**src/rtl/regfile_writeback_queue.sv**
```systemverilog
// rtl/regfile_writeback_queue.sv - in-order write-back FIFO feeding the register file write port
// Optional pending-write forwarding to the read ports is built when WBQ_FORWARD_EN is defined.
module regfile_writeback_queue #(
   parameter int DEPTH  = 4,
   parameter int REG_W  = 5,
   parameter int DATA_W = 32
) (
   input  logic                     clock,
   input  logic                     ctrl_reset,
   input  logic                     a_valid,
   input  logic [REG_W-1:0]         a_reg,
   input  logic [DATA_W-1:0]        a_data,
   output logic                     a_ready,
   input  logic                     b_valid,
   input  logic [REG_W-1:0]         b_reg,
   input  logic [DATA_W-1:0]        b_data,
   output logic                     b_ready,
   output logic                     ctrl_writeEnable,
   output logic [REG_W-1:0]         ctrl_writeReg,
   output logic [DATA_W-1:0]        data_writeReg,
   input  logic [REG_W-1:0]         ctrl_readRegA,
   input  logic [REG_W-1:0]         ctrl_readRegB,
   output logic                     fwd_hitA,
   output logic [DATA_W-1:0]        fwd_dataA,
   output logic                     fwd_hitB,
   output logic [DATA_W-1:0]        fwd_dataB,
   output logic [$clog2(DEPTH):0]   occupancy
);

   localparam int PTR_W = $clog2(DEPTH);
   localparam int CNT_W = PTR_W + 1;
   localparam logic [CNT_W-1:0] DEPTH_C  = CNT_W'(DEPTH);
   localparam logic [CNT_W-1:0] DEPTH_M2 = CNT_W'(DEPTH - 2);

   logic [REG_W-1:0]  reg_mem_q  [DEPTH];
   logic [DATA_W-1:0] data_mem_q [DEPTH];
   logic [PTR_W-1:0]  head_q, head_d;
   logic [PTR_W-1:0]  tail_q, tail_d;
   logic [CNT_W-1:0]  occ_q, occ_d;
   logic [PTR_W-1:0]  b_slot;
   logic              a_push, b_push, pop;

   always_comb begin
      // Readiness looks only at the registered count; the same-cycle pop is not credited.
      a_ready = (occ_q < DEPTH_C);
      b_ready = a_valid ? (occ_q <= DEPTH_M2) : (occ_q < DEPTH_C);
      a_push  = a_valid & a_ready & (a_reg != '0);
      b_push  = b_valid & b_ready & (b_reg != '0);
      pop     = (occ_q != '0);
      b_slot  = a_push ? tail_q + PTR_W'(1) : tail_q;
      tail_d  = tail_q + PTR_W'(a_push) + PTR_W'(b_push);
      head_d  = pop ? head_q + PTR_W'(1) : head_q;
      occ_d   = occ_q + CNT_W'(a_push) + CNT_W'(b_push) - CNT_W'(pop);
   end

   always_ff @(posedge clock or posedge ctrl_reset) begin
      if (ctrl_reset) begin
         head_q <= '0;
         tail_q <= '0;
         occ_q  <= '0;
      end else begin
         head_q <= head_d;
         tail_q <= tail_d;
         occ_q  <= occ_d;
      end
   end

   // Storage needs no reset: only slots inside [head, head+occupancy) are ever observed.
   always_ff @(posedge clock) begin
      if (a_push) begin
         reg_mem_q[tail_q]  <= a_reg;
         data_mem_q[tail_q] <= a_data;
      end
      if (b_push) begin
         reg_mem_q[b_slot]  <= b_reg;
         data_mem_q[b_slot] <= b_data;
      end
   end

   assign occupancy        = occ_q;
   assign ctrl_writeEnable = pop;
   assign ctrl_writeReg    = pop ? reg_mem_q[head_q]  : '0;
   assign data_writeReg    = pop ? data_mem_q[head_q] : '0;

`ifdef WBQ_FORWARD_EN
   // Walk oldest to newest so the entry closest to the tail wins.
   function automatic logic [DATA_W:0] fwd_lookup(input logic [REG_W-1:0] rd);
      logic [DATA_W:0]  res;
      logic [PTR_W-1:0] idx;
      res = '0;
      for (int i = 0; i < DEPTH; i++) begin
         idx = head_q + PTR_W'(i);
         if ((CNT_W'(i) < occ_q) && (rd != '0) && (reg_mem_q[idx] == rd))
            res = {1'b1, data_mem_q[idx]};
      end
      return res;
   endfunction

   assign {fwd_hitA, fwd_dataA} = fwd_lookup(ctrl_readRegA);
   assign {fwd_hitB, fwd_dataB} = fwd_lookup(ctrl_readRegB);
`else
   logic unused_read_idx;
   assign unused_read_idx = ^{ctrl_readRegA, ctrl_readRegB};
   assign fwd_hitA  = 1'b0;
   assign fwd_dataA = '0;
   assign fwd_hitB  = 1'b0;
   assign fwd_dataB = '0;
`endif

endmodule

```
**config.mk**
```make
export PLATFORM = sky130hd
export DESIGN_NAME = regfile_writeback_queue
export DESIGN_NICKNAME = d
export VERILOG_FILES = /design/src/rtl/regfile_writeback_queue.sv
export SDC_FILE = /design/constraint.sdc
export NUM_CORES = 1
export LEC_CHECK = 0
export ABC_CLOCK_PERIOD_IN_PS = 3500
export BUFFER_PORTS_ARGS = -buffer_cell sky130_fd_sc_hd__buf_2
export CAP_MARGIN = 20
export CORE_ASPECT_RATIO = 1.4
export CORE_UTILIZATION = 55
export CTS_CLUSTER_DIAMETER = 200
export DETAILED_ROUTE_END_ITERATION = 16
export GPL_TIMING_DRIVEN = 0
export PLACE_DENSITY = 0.81
export RECOVER_POWER = 100
export SYNTH_ARGS = -nofsm -noshare
export SYNTH_HDL_FRONTEND = slang
export SYNTH_SLANG_ARGS = --single-unit
```
**constraint.sdc**
```tcl
create_clock -name clock -period 3.5 [get_ports clock]
set_input_delay 0.175 -clock clock [delete_from_list [all_inputs] [get_ports clock]]
set_output_delay 0.175 -clock clock [all_outputs]
set_load 0.03 [all_outputs]
```
==> summary.md <==
| Metric | Value |
|---|---|
| Reg2Reg Depth | 9 |
| Total CTS buffers | 17 |
| Finished Core Util | 0.671 |
| Max H-tree Level | 4 |
| Mapped Area | 8560 sq um |
| Post-Syn Instances | 521 |
| Worst Tran Pin Value | 0.943 ns |
| # Max-Cap Violations | 0 |
| Final Total Pwr | 8.68 mW |
| NetSw | 3.26 mW |
| Pins Over Slew Limit | 0 |
| Combinational Power Share | 0.445 |
| Die H | 150 microns |
| HP Start | b_data[27] |
| Ys flop type | edfxtp_1 |
| Antenna Nets Post-Route | 0 |
| Minimum clock period | 3.25 ns |
| Worst Path Max Fanout | 20 |
| RSZ-0062 raised after global routing | false |
| Critical Path AT | 3.41 ns |
| Area Growth Syn to Fin | 18.6% |
| Outcome | finished clean |
| Critical-path cell list | inv_1 > o311a_1 > buf_6 > mux2i_1 > nand3b_1 > clkbuf_1 > buf_6 > nand2_2 > buf_6 |
| Via count | 4,950 |
| Initial antenna violation count | 4 |
| Die area | 16,100 sq um |
| Critical path type | reg2reg |
| CP Capture Type | flop |
| Synth Area per Inst | 16.4 sq um |
| Post-synth EDFFs | 148 |
| Netlist cell types | 32 |
| Remaining DRCs | 0 |
| HP Class | in2reg |
| Layout Nets | 827 |
| Post-synthesis sequential area ratio | 0.540 |
| IO Port Bufs | 120 |
| CTS tree | done |
| Yosys reg bits | 155 |
| Max incr delay on CP | 0.60 ns |
| Initial core utilization | 0.566 |
| R2r setup slk | 0.25 ns |
| Gr usage total | 0.241 |
| Post_cts resized | 0 |
| Deepest clock path buffer count | 2 |
| Synthesis Warnings | 0 |
| Clk sinks | 155 |
| Critical R2R Capture | data_mem_q[2][2] |
| Clk_lat worst skew | 0.42 ns |
| Pwr per Cell Area | 855 nW/um^2 |
| Slew HR | 0.371 |
| RR Startpoint | occupancy[2] |
| Final period utilization | 0.928 |
| Critical Path RT | 3.66 ns |
| Setup violations, final | 0 |
| Die X | 107 microns |
| Leakage power | 3.93 nW |
| Initial DRC Count | 244 |
| HPWL Detailed | 12,200 microns |
| Clk pwr share | 0.228 |
| Wire length of the first global-routing pass | 27,800 microns |
| Sw Ratio | 0.375 |
| Pint | 5.42 mW |
| Worst Hold Path EP | data_mem_q[2][27] |
| Max Clk Rate | 0.308 GHz |
| Largest net degree at the start of global routing | 22 |
| Worst-case vdd ir drop | 0.669 mV |
| Routability cong. | 0.804 |
| WHS Path Cells | 2 |
| Root Driver | clkbuf_16 |
| Vias in the first global route | 5,197 |
| Final hold viol count | 0 |
| Clk_skew | 0.00688 ns |
| CP dominant cell by count | buf_6 |
| Startpoint type of the worst setup path | flop |
| Final hold slack | 0.0724 ns |
| Asr flop ratio synth | 0.0452 |
| CORE AREA | 15,100 sq um |
| Seq pwr share | 0.327 |
| Final wirelength | 18,200 microns |
| Layout cells sized above 1 | 0.434 |
| Ports | 197 |
| Routed vias/inst | 5.28 |
| Routed wire per std cell | 19.4 microns |
| Crit-path slowest cell | clkbuf_1 |
| Reg clk slew, reported paths | 0.06 ns |
| Gr ovfl total | 0 |
| FP Rows | 53 |
| DR pass1 iterations | 4 |
cell usage after synthesis, types with 2 or more instances:
cell type | number | area [sq um]
and2_1 | 38 | 238
buf_1 | 4 | 15.0
buf_2 | 6 | 30.0
buf_4 | 70 | 526
buf_6 | 8 | 90.1
clkbuf_1 | 7 | 26.3
dfrtp_1 | 7 | 175
edfxtp_1 | 148 | 4440
fa_1 | 3 | 60.1
ha_1 | 6 | 75.1
inv_1 | 12 | 45.0
mux2_1 | 22 | 248
mux2_2 | 88 | 991
mux2_4 | 38 | 571
mux4_2 | 37 | 833
nand2_1 | 7 | 26.3
nand3_1 | 2 | 10.0
nand3b_1 | 2 | 15.0
xnor2_1 | 3 | 26.3
kinds of logic (layout without fill, tap and decap cells):
logic type               count (synthesis)  count (layout)  synth area share
multiplexers                           186             186             0.311
flip-flops                             155             155             0.540
buffers and inverters                  107             263            0.0855
AND/OR/NAND/NOR                         54              54            0.0374
adder cells (fa/ha/maj)                  9               9            0.0158
XOR/XNOR                                 5               5           0.00599
AO/OA/AOI/OAI                            4               4           0.00395
other                                    1              70          0.000438
final cells by class:
type                       count  area [sq um]
sequential                   155          4620
clock inverter                12           196
buffer                        95           646
clock buffer                  19           433
tap                          192           240
inverter                      12          45.0
timing repair buffer         125           631
fill                        1114          4970
multi-input combinational    324          3330
antenna                        4          10.0
layer usage:
metal | vias up | wire length, microns | part of all wire | GRT usage
li1 | 2280 | - | - | -
met1 | 2429 | 6620 | 0.36 | 0.266
met2 | 203 | 9990 | 0.55 | 0.437
met3 | 38 | 1090 | 0.060 | 0.0510
met4 | 0 | 512 | 0.028 | 0.120
met5 | - | 0 | 0 | 0
metrics by stage:
stage	std cells	setup WS (ns)	TNS (ns)	cell area, sq um
2_1_floorplan	586	0.266	0	8800
3_3_place_gp	898	-0.525	-58.58	9650
3_5_place_dp	902	0.199	0	9730
4_1_cts	934	0.337	0	10400
5_1_grt	937	0.108	0	10100
6_report	938	0.250	0	10100
critical path, delay by kind of cell, from the launching register on:
kind	cells	cell delay (ns)
compound gates	1	0.21
buf+inv	5	1.45
simple gates	2	0.54
mux	1	0.35
flops	1	0.40
power by group through the flow:
stage	Combinational (mW)	Clock (mW)	Sequential, mW
final	3.86	1.98	2.84
after floorplan	2.95	0	2.88
after detailed placement	4.11	0	2.88
after global routing	4.14	2.06	2.89
after CTS	4.13	1.98	2.85
after global placement	3.93	0	2.88
how the worst max path moves through the flow:
stage | start | end | slack [ns]
CTS | occupancy[1] | data_mem_q[3][21] | 0.34
global placement | a_reg[2] | data_mem_q[3][8] | -0.52
global route | occupancy[2] | data_mem_q[2][2] | 0.11
detailed placement | a_reg[2] | data_mem_q[3][18] | 0.20
floorplan | occupancy[2] | data_mem_q[3][0] | 0.27
finish | occupancy[2] | data_mem_q[2][2] | 0.25
sequential cells by signal, indices dropped and copies added (netlist names):
register,cells
reg_mem_q,20
head_q,2
data_mem_q,128
occupancy,3
tail_q,2
timing repair:
| action | in CTS | in global routing |
|---|---|---|
| endpoints found under the hold margin | 7 | 0 |
| setup buffers | 0 | 0 |
| hold buffers | 1 | 0 |
placed cells by master, fill, tap and decap left out, drive strengths merged:
cell	instances
or2	1
fa	3
clkinv	4
buf	157
o221a	1
clkbuf	81
inv	13
bufinv	5
mux4	37
and2	38
diode	4
xnor2	4
xor2	1
o311a	1
ha	6
or4	1
edfxtp	148
nor3	1
or3	1
a21o	1
dfrtp	7
nand2	7
dlygate4sd3	1
a21oi	1
mux2	148
conb	66
nand3b	2
nand3	2
nand2b	1
mux2i	1
clkinvlp	2
Note: power is estimated with default switching activity, not from simulation.
